==> config.mk <==
export PLATFORM = sky130hd
export DESIGN_NAME = stream_slice_pipe
export DESIGN_NICKNAME = d
export VERILOG_FILES = /design/src/rtl/stream_slice_pkg.sv /design/src/rtl/stream_slice_rev.sv /design/src/rtl/stream_slice_pipe.sv
export SDC_FILE = /design/constraint.sdc
export NUM_CORES = 1
export LEC_CHECK = 0
export CAP_MARGIN = 20
export CORE_MARGIN = 2
export CORE_UTILIZATION = 40
export DETAILED_ROUTE_END_ITERATION = 10
export DONT_BUFFER_PORTS = 1
export PLACE_DENSITY = 0.51
export SETUP_SLACK_MARGIN = 0.3
export SKIP_LAST_GASP = 1
export SLEW_MARGIN = 20
export SYNTH_ARGS = -nofsm -noshare
export SYNTH_HDL_FRONTEND = slang
export SYNTH_SLANG_ARGS = --single-unit
==> constraint.sdc <==
create_clock -name clk -period 6.19 [get_ports clk]
set_clock_uncertainty 0.15 [all_clocks]
set_input_delay 1.238 -clock clk [delete_from_list [all_inputs] [get_ports clk]]
set_output_delay 1.238 -clock clk [all_outputs]
set_load 0.005 [all_outputs]
==> src/rtl/stream_slice_pkg.sv <==
// Shared types and the elaboration-time parameter check for the stream slice pipe.
package stream_slice_pkg;

    typedef enum logic {
        MODE_UNPACK = 1'b0,
        MODE_PACK   = 1'b1
    } mode_e;

    // True when the width/slice parameter set describes a legal transform.
    function automatic bit params_ok(
        input int word_w,
        input int f1_w,
        input int f2_w,
        input int out_slice,
        input int in_slice,
        input int cnt_w
    );
        return (word_w >= 1) && (f1_w >= 1) && (f2_w >= 1) && (cnt_w >= 1) &&
               (out_slice >= 1) && (in_slice >= 1) && (f1_w + f2_w <= word_w);
    endfunction

endpackage

==> src/rtl/stream_slice_rev.sv <==
// Combinational slice reversal: LSB-first S-bit chunks are laid out MSB-first.
// The last chunk (at the input MSB end) may be narrower than S.
module stream_slice_rev
    import stream_slice_pkg::*;
#(
    parameter int W = 8,
    parameter int S = 1
) (
    input  logic [W-1:0] x_i,
    output logic [W-1:0] y_o
);

    localparam int NCH = (W + S - 1) / S;

    // Every chunk before chunk k is a full S bits, so chunk k lands at W-1-k*S.
    for (genvar k = 0; k < NCH; k++) begin : g_chunk
        localparam int LEN = ((W - k * S) < S) ? (W - k * S) : S;
        assign y_o[W-1-k*S -: LEN] = x_i[k*S +: LEN];
    end

endmodule

==> src/rtl/stream_slice_pipe.sv <==
// Two-stage handshaked pipe computing the nested streaming transform
// {<< OUT_SLICE {{<< IN_SLICE {f1}}, f2}} in unpack or pack direction per beat.
module stream_slice_pipe
    import stream_slice_pkg::*;
#(
    parameter int WORD_W    = 32,
    parameter int F1_W      = 9,
    parameter int F2_W      = 7,
    parameter int OUT_SLICE = 5,
    parameter int IN_SLICE  = 3,
    parameter int CNT_W     = 16
) (
    input  logic              clk,
    input  logic              rst,
    input  logic              in_valid,
    output logic              in_ready,
    input  logic              in_mode,
    input  logic [WORD_W-1:0] in_data,
    output logic              out_valid,
    input  logic              out_ready,
    output logic              out_mode,
    output logic [WORD_W-1:0] out_data,
    output logic [CNT_W-1:0]  beat_cnt
);

    localparam int FW = F1_W + F2_W;

    if (!params_ok(WORD_W, F1_W, F2_W, OUT_SLICE, IN_SLICE, CNT_W)) begin : g_param_err
        $fatal(1, "stream_slice_pipe: illegal width or slice parameters");
    end

    mode_e             in_mode_e;
    logic              s1_valid_q;
    mode_e             s1_mode_q;
    logic [FW-1:0]     s1_data_q;
    logic [FW-1:0]     s1_data_d;
    logic              out_valid_q;
    mode_e             out_mode_q;
    logic [WORD_W-1:0] out_data_q;
    logic [WORD_W-1:0] out_data_d;
    logic [CNT_W-1:0]  beat_cnt_q;
    logic              s1_take;
    logic              s2_take;

    logic [WORD_W-1:0] word_rev;
    logic [F1_W-1:0]   f1_in_rev;
    logic [F1_W-1:0]   f1_out_rev;
    logic [FW-1:0]     pack_rev;

    assign in_mode_e = mode_e'(in_mode);

    // Stage 1 datapath: unpack keeps the top FW bits of the outer reversal,
    // pack applies the inner reversal to f1 first. Either way S1 holds FW bits.
    stream_slice_rev #(.W(WORD_W), .S(OUT_SLICE)) u_rev_word (
        .x_i (in_data),
        .y_o (word_rev)
    );

    stream_slice_rev #(.W(F1_W), .S(IN_SLICE)) u_rev_f1_pack (
        .x_i (in_data[FW-1:F2_W]),
        .y_o (f1_in_rev)
    );

    // Select the stage-1 intermediate for the incoming beat's mode.
    always_comb begin
        s1_data_d = word_rev[WORD_W-1 -: FW];
        if (in_mode_e == MODE_PACK) begin
            s1_data_d = {f1_in_rev, in_data[F2_W-1:0]};
        end
    end

    // Stage 2 datapath: finish with the remaining reversal and justify the result.
    stream_slice_rev #(.W(F1_W), .S(IN_SLICE)) u_rev_f1_unpack (
        .x_i (s1_data_q[FW-1:F2_W]),
        .y_o (f1_out_rev)
    );

    stream_slice_rev #(.W(FW), .S(OUT_SLICE)) u_rev_pack (
        .x_i (s1_data_q),
        .y_o (pack_rev)
    );

    // Right-justify unpack results, left-justify pack results, zero elsewhere.
    always_comb begin
        out_data_d = '0;
        if (s1_mode_q == MODE_PACK) begin
            out_data_d[WORD_W-1 -: FW] = pack_rev;
        end else begin
            out_data_d[FW-1:0] = {f1_out_rev, s1_data_q[F2_W-1:0]};
        end
    end

    assign s2_take  = !out_valid_q || out_ready;
    assign s1_take  = !s1_valid_q || s2_take;
    assign in_ready = s1_take;

    // Pipeline registers and saturating beat counter; reset wins over handshakes.
    always_ff @(posedge clk) begin
        if (rst) begin
            s1_valid_q  <= 1'b0;
            s1_mode_q   <= MODE_UNPACK;
            s1_data_q   <= '0;
            out_valid_q <= 1'b0;
            out_mode_q  <= MODE_UNPACK;
            out_data_q  <= '0;
            beat_cnt_q  <= '0;
        end else begin
            if (s1_take) begin
                s1_valid_q <= in_valid;
                if (in_valid) begin
                    s1_mode_q <= in_mode_e;
                    s1_data_q <= s1_data_d;
                end
            end
            if (s2_take) begin
                out_valid_q <= s1_valid_q;
                if (s1_valid_q) begin
                    out_mode_q <= s1_mode_q;
                    out_data_q <= out_data_d;
                end
            end
            if (out_valid_q && out_ready && (beat_cnt_q != '1)) begin
                beat_cnt_q <= beat_cnt_q + 1'b1;
            end
        end
    end

    assign out_valid = out_valid_q;
    assign out_mode  = out_mode_q;
    assign out_data  = out_data_q;
    assign beat_cnt  = beat_cnt_q;

endmodule

== Word-level counts from Yosys, hierarchy flattened ==
Cells that the tools add are included.

* Register bits: 68
* Input bits: 37
* Output and inout port bits: 51
* Word-level logic and storage cells: 20

* $add $sub $neg: 1
* Equality and inequality tests: 1
* Mux-type cells: 3
* Reductions and logical operators: 8

{| class="wikitable"
|+ Operators by type and width
! operator !! count
|-
| $mux 16 || 3
|-
| $add 16x1->16 const B || 1
|-
| $ne 16x16->1 const B || 1
|-
| $reduce_and 2->1 || 2
|-
| $logic_and 1x1->1 || 2
|-
| $logic_not 1->1 || 2
|-
| $logic_or 1x1->1 || 2
|}

== Logic depth before layout (Yosys ltp) ==
* Depth in word-level cells: 4
* Depth in mapped cells: 6
* Gate-level depth less buffers: 5

== Hierarchy ==
Synthesis repeated with hierarchy kept, for this count alone.

* Cells, all modules: 395
* Area total of the unflattened synthesis: 3,365.7 sq um

{| class="wikitable"
|+ Modules (own cells, without submodules)
! module !! times used !! cells each !! area each (sq um) !! seq. area each (sq um)
|-
| stream_slice_pipe || 1 || 329 || 2,870.3 || 1,361.3
|-
| stream_slice_rev (u_rev_word) || 1 || 32 || 240.2 || 0.0
|-
| stream_slice_rev (u_rev_f1_pack ...) || 2 || 9 || 67.6 || 0.0
|-
| stream_slice_rev (u_rev_pack) || 1 || 16 || 120.1 || 0.0
|}

== Least setup slack after synthesis ==
Ideal clock, no wire load.

* Kind: input to output
* Start point: input port out_ready
* End point: output port in_ready
* Arrival: 1.550 ns
* Required time: 4.802 ns
* Path slack: 3.252 ns
* Cell stages on the path: 2
* Buffers on the path: 0
* Path through: nor2b_1 > nand2_1

* Cells in the longest elaborated chain, start to end: 2

{| class="wikitable"
|+ Ends and longest elaborated chain
! what !! RTL line !! RTL
|-
| from (decl) || stream_slice_pipe.sv:20 || <nowiki>input logic out_ready,</nowiki>
|-
| $logic_or 1x1->1 || stream_slice_pipe.sv:93 || <nowiki>assign s2_take = !out_valid_q || out_ready;</nowiki>
|-
| $logic_or 1x1->1 || stream_slice_pipe.sv:94 || <nowiki>assign s1_take = !s1_valid_q || s2_take;</nowiki>
|-
| to (decl) || stream_slice_pipe.sv:16 || <nowiki>output logic in_ready,</nowiki>
|}

Every way passes these cells.

== Worst setup path in the final report ==
Same ends and word-level chain as after synthesis.

==> metrics.txt <==
vias in the first global route=between 2000 and 2500; YS warnings=0; Via Count=between 2000 and 2500; worst-path fanout max=5; static leakage=a little over 1 nW; fin crit share=between 40% and 50%; R2R Setup Slk=approximately 3.9 ns; Sink Count=slightly below 70; pwr/cell area=around 280 mW/mm^2; Worst Max-Slew Pin Slew=between 1 and 1.5 ns; worst path buffer plus inverter count=0; routed len/inst=about 16 um; gr ovfl total=0; CTS tree=yes; post-CTS sizing=0; combinational power share=around 4.8%; synth unique cells=30; Min Hold Slack=about 0.32 ns; Seq cells post-synth=slightly below 70; Largest delay share family, worst path=simple AND/OR/NAND/NOR gates; number of buffers added for setup after CTS=0; IO Count=roughly 90; CP Launch Type=input pin; Hold Fails Final Rpt=0; Synth Area in Compound Gates=15.6%; Seq pwr share=between 50% and 60%; register area share after synthesis=a little under half; xor/xnor share of the synthesized area=0%; ANT nets after route=0; largest family of logic cells by synthesized area=simple AND/OR/NAND/NOR gates; hpwl dp=around 4200 um; P&R area growth vs syn=8.16%; crit-path cells=nor2b_1 -> nand2_1; All-Layer GR Usage=around 17%; Die Wd=~90 um; post-synthesis adder-cell area fraction=less than 1%; Die ar.=between 0.007 and 0.008 sq mm; ant diodes=0; max_cap viols=0; H-Tree Level Count=3; switch share=24.1%; sw power=approximately 210 uW; Int Pwr=666 uW; top_reg_cell synth=dfxtp_1; RSZ-0062 raised after global routing=false; final net count=~360; crit end category=primary output; final RePlAce weighted congestion=0.820; Synth async-reset ratio=0%; largest stage delay on the critical path=~0.30 ns; setup tns final=0 ns; Port Buf Inserts=0; Starting Density=about two fifths; Crit-path slowest cell=nor2b_1; Peak VDD IR=between 100 and 150 uV; Synth Net Count=between 300 and 400; final slew viol count=0; Total Routed Length=roughly 6600 um; syn avg cell area=roughly 8.6 sq um; CP required=between 4 and 5 ns; Clk Latency, worst-skew pair=0.34 ns; CP Class=input pin to primary output; FILL cells=about 700; total core area=slightly below 0.007 sq mm; Clock power frac=a little over two fifths; Simple-Gate Fraction of Synth Area=25.0%; DR DRC count=0; num rows=30; Post-Syn Area=roughly 0.0029 sq mm; endpoints failing setup=0; multi-input logic area=~0.0014 sq mm; Data arrival, critical path=around 1.7 ns; global-route wire length before repair=10300 um; vias per inst=about 5.3; CTS Hold Bufs=0; Post-synth EDFFs=0; initial antenna violation count=0; crit path time final=between 3 and 4 ns; cell count after synthesis=around 330; mux contribution to synthesized area=6.72%; Root Buffer=clkbuf_8; drt first pass iters=4; Tightest Hold Check Type=flip-flop to flip-flop; status=complete, no violations; layout cells sized above 1=~8.3%; DR iter-0 viols=between 100 and 150; Slew headroom=around 29%; largest net degree at the start of global routing=about 70; CTS Buf Count=9; Max Root-Sink Buffers=2; FF/Latch Area=0.00136 sq mm; Reg clk slew, reported paths=~0.080 ns; Die H=a little under 90 um; Max Clk Rate=323 MHz
-- flip-flops by register name, indices dropped and copies added (netlist names) --
name        count
out_data       32
out_valid       1
s1_valid_q      1
s1_mode_q       1
s1_data_q      16
out_mode        1
beat_cnt       16
-- final cells by class --
cell class	count	area share (%)
Clock inverter	6	2.06
Inverter	3	0.363
Timing Repair Buffer	3	0.726
Multi-Input combinational cell	236	44.6
Tap cell	96	3.87
Sequential cell	68	43.9
Clock buffer	10	4.44
-- worst min-delay path, delay by kind of cell (launching register included) --
kind	cells	cell delay, ns
flops	1	0.33
simple gates	1	0.06
compound gates	1	0.05
-- placed cells by master (no fill, tap or decap) --
master | netlist | final
nor2_1 | 23 | 23
buf_4 | 0 | 3
nor3_1 | 2 | 2
o31ai_1 | 7 | 7
clkinv_4 | 0 | 1
clkbuf_8 | 2 | 10
or2_1 | 1 | 1
a211oi_1 | 16 | 16
and3_1 | 2 | 2
dfxtp_1 | 68 | 68
or4_1 | 6 | 6
nor4_4 | 0 | 1
bufinv_16 | 0 | 1
inv_1 | 3 | 3
clkinvlp_4 | 0 | 2
nand3_1 | 22 | 22
a21oi_1 | 48 | 47
a21oi_2 | 0 | 1
o21ai_0 | 7 | 7
mux2i_1 | 17 | 17
nor4_1 | 3 | 3
ha_1 | 1 | 1
nand4_2 | 1 | 1
nand4_1 | 2 | 2
or3_1 | 9 | 9
nand2b_1 | 1 | 1
nor2b_1 | 4 | 3
mux2_2 | 2 | 2
clkinv_2 | 0 | 2
nand2_1 | 43 | 43
nor2b_2 | 0 | 1
or3b_2 | 1 | 1
nand3b_1 | 16 | 16
or4_4 | 1 | 1
-- power by group through the flow --
stage	Clock (mW)	Sequential, mW	Combinational (mW)
after floorplan	0	0.469	0.0460
after global placement	0	0.477	0.0417
after detailed placement	0	0.477	0.0421
after CTS	0.383	0.467	0.0423
after global routing	0.401	0.469	0.0473
final	0.369	0.466	0.0417
-- cell families (layout without fill, tap and decap cells) --
| logic type | Yosys count | after routing |
|---|---|---|
| adder cells (fa/ha/maj) | 1 | 1 |
| AO/OA/AOI/OAI | 78 | 78 |
| buffers and inverters | 30 | 22 |
| multiplexers | 19 | 19 |
| AND/OR/NAND/NOR | 138 | 138 |
| flip-flops | 68 | 68 |
-- stage by stage --
stage,cell area (sq um),std cells,util [%],power (mW),setup WS (ns)
after floorplan,2870,334,-,0.515,3.25
after global placement,2890,406,42.1,0.519,3.10
after detailed placement,2890,406,42.1,0.519,3.08
after CTS,3090,422,45.0,0.892,3.08
after global routing,3100,422,45.1,0.917,3.03
final,3100,422,45.1,0.877,3.10
-- metal layers --
metal	vias up	part of all wire, %	GRT usage, %
met2	51	44	25.1
met3	8	6.1	6.72
met5	-	0	0
met4	0	1.4	6.61
met1	1007	48	23.0
li1	1171	-	-
-- synth_stat cells (3+ instances only) --
library cell / number / area (sq um)
dfxtp_1: 68 / 1360
a21oi_1: 48 / 240
nand2_1: 43 / 161
nor2_1: 23 / 86.3
nand3_1: 22 / 110
clkbuf_1: 20 / 75.1
mux2i_1: 17 / 170
a211oi_1: 16 / 120
nand3b_1: 16 / 120
or3_1: 9 / 56.3
o21ai_0: 7 / 35.0
o31ai_1: 7 / 52.6
or4_1: 6 / 45.0
nor2b_1: 4 / 25.0
buf_2: 3 / 15.0
inv_1: 3 / 11.3
nor4_1: 3 / 18.8
-- worst paths after layout --
path | to | from | cells past startpoint
hold / removal | out_data[13] | out_data[13] | 2
hold reg to reg | out_data[13] | out_data[13] | 2
setup reg to reg | beat_cnt[14] | beat_cnt[0] | 5
setup / recovery | in_ready | out_ready | 2
Note: power is estimated with default switching activity, not from simulation.
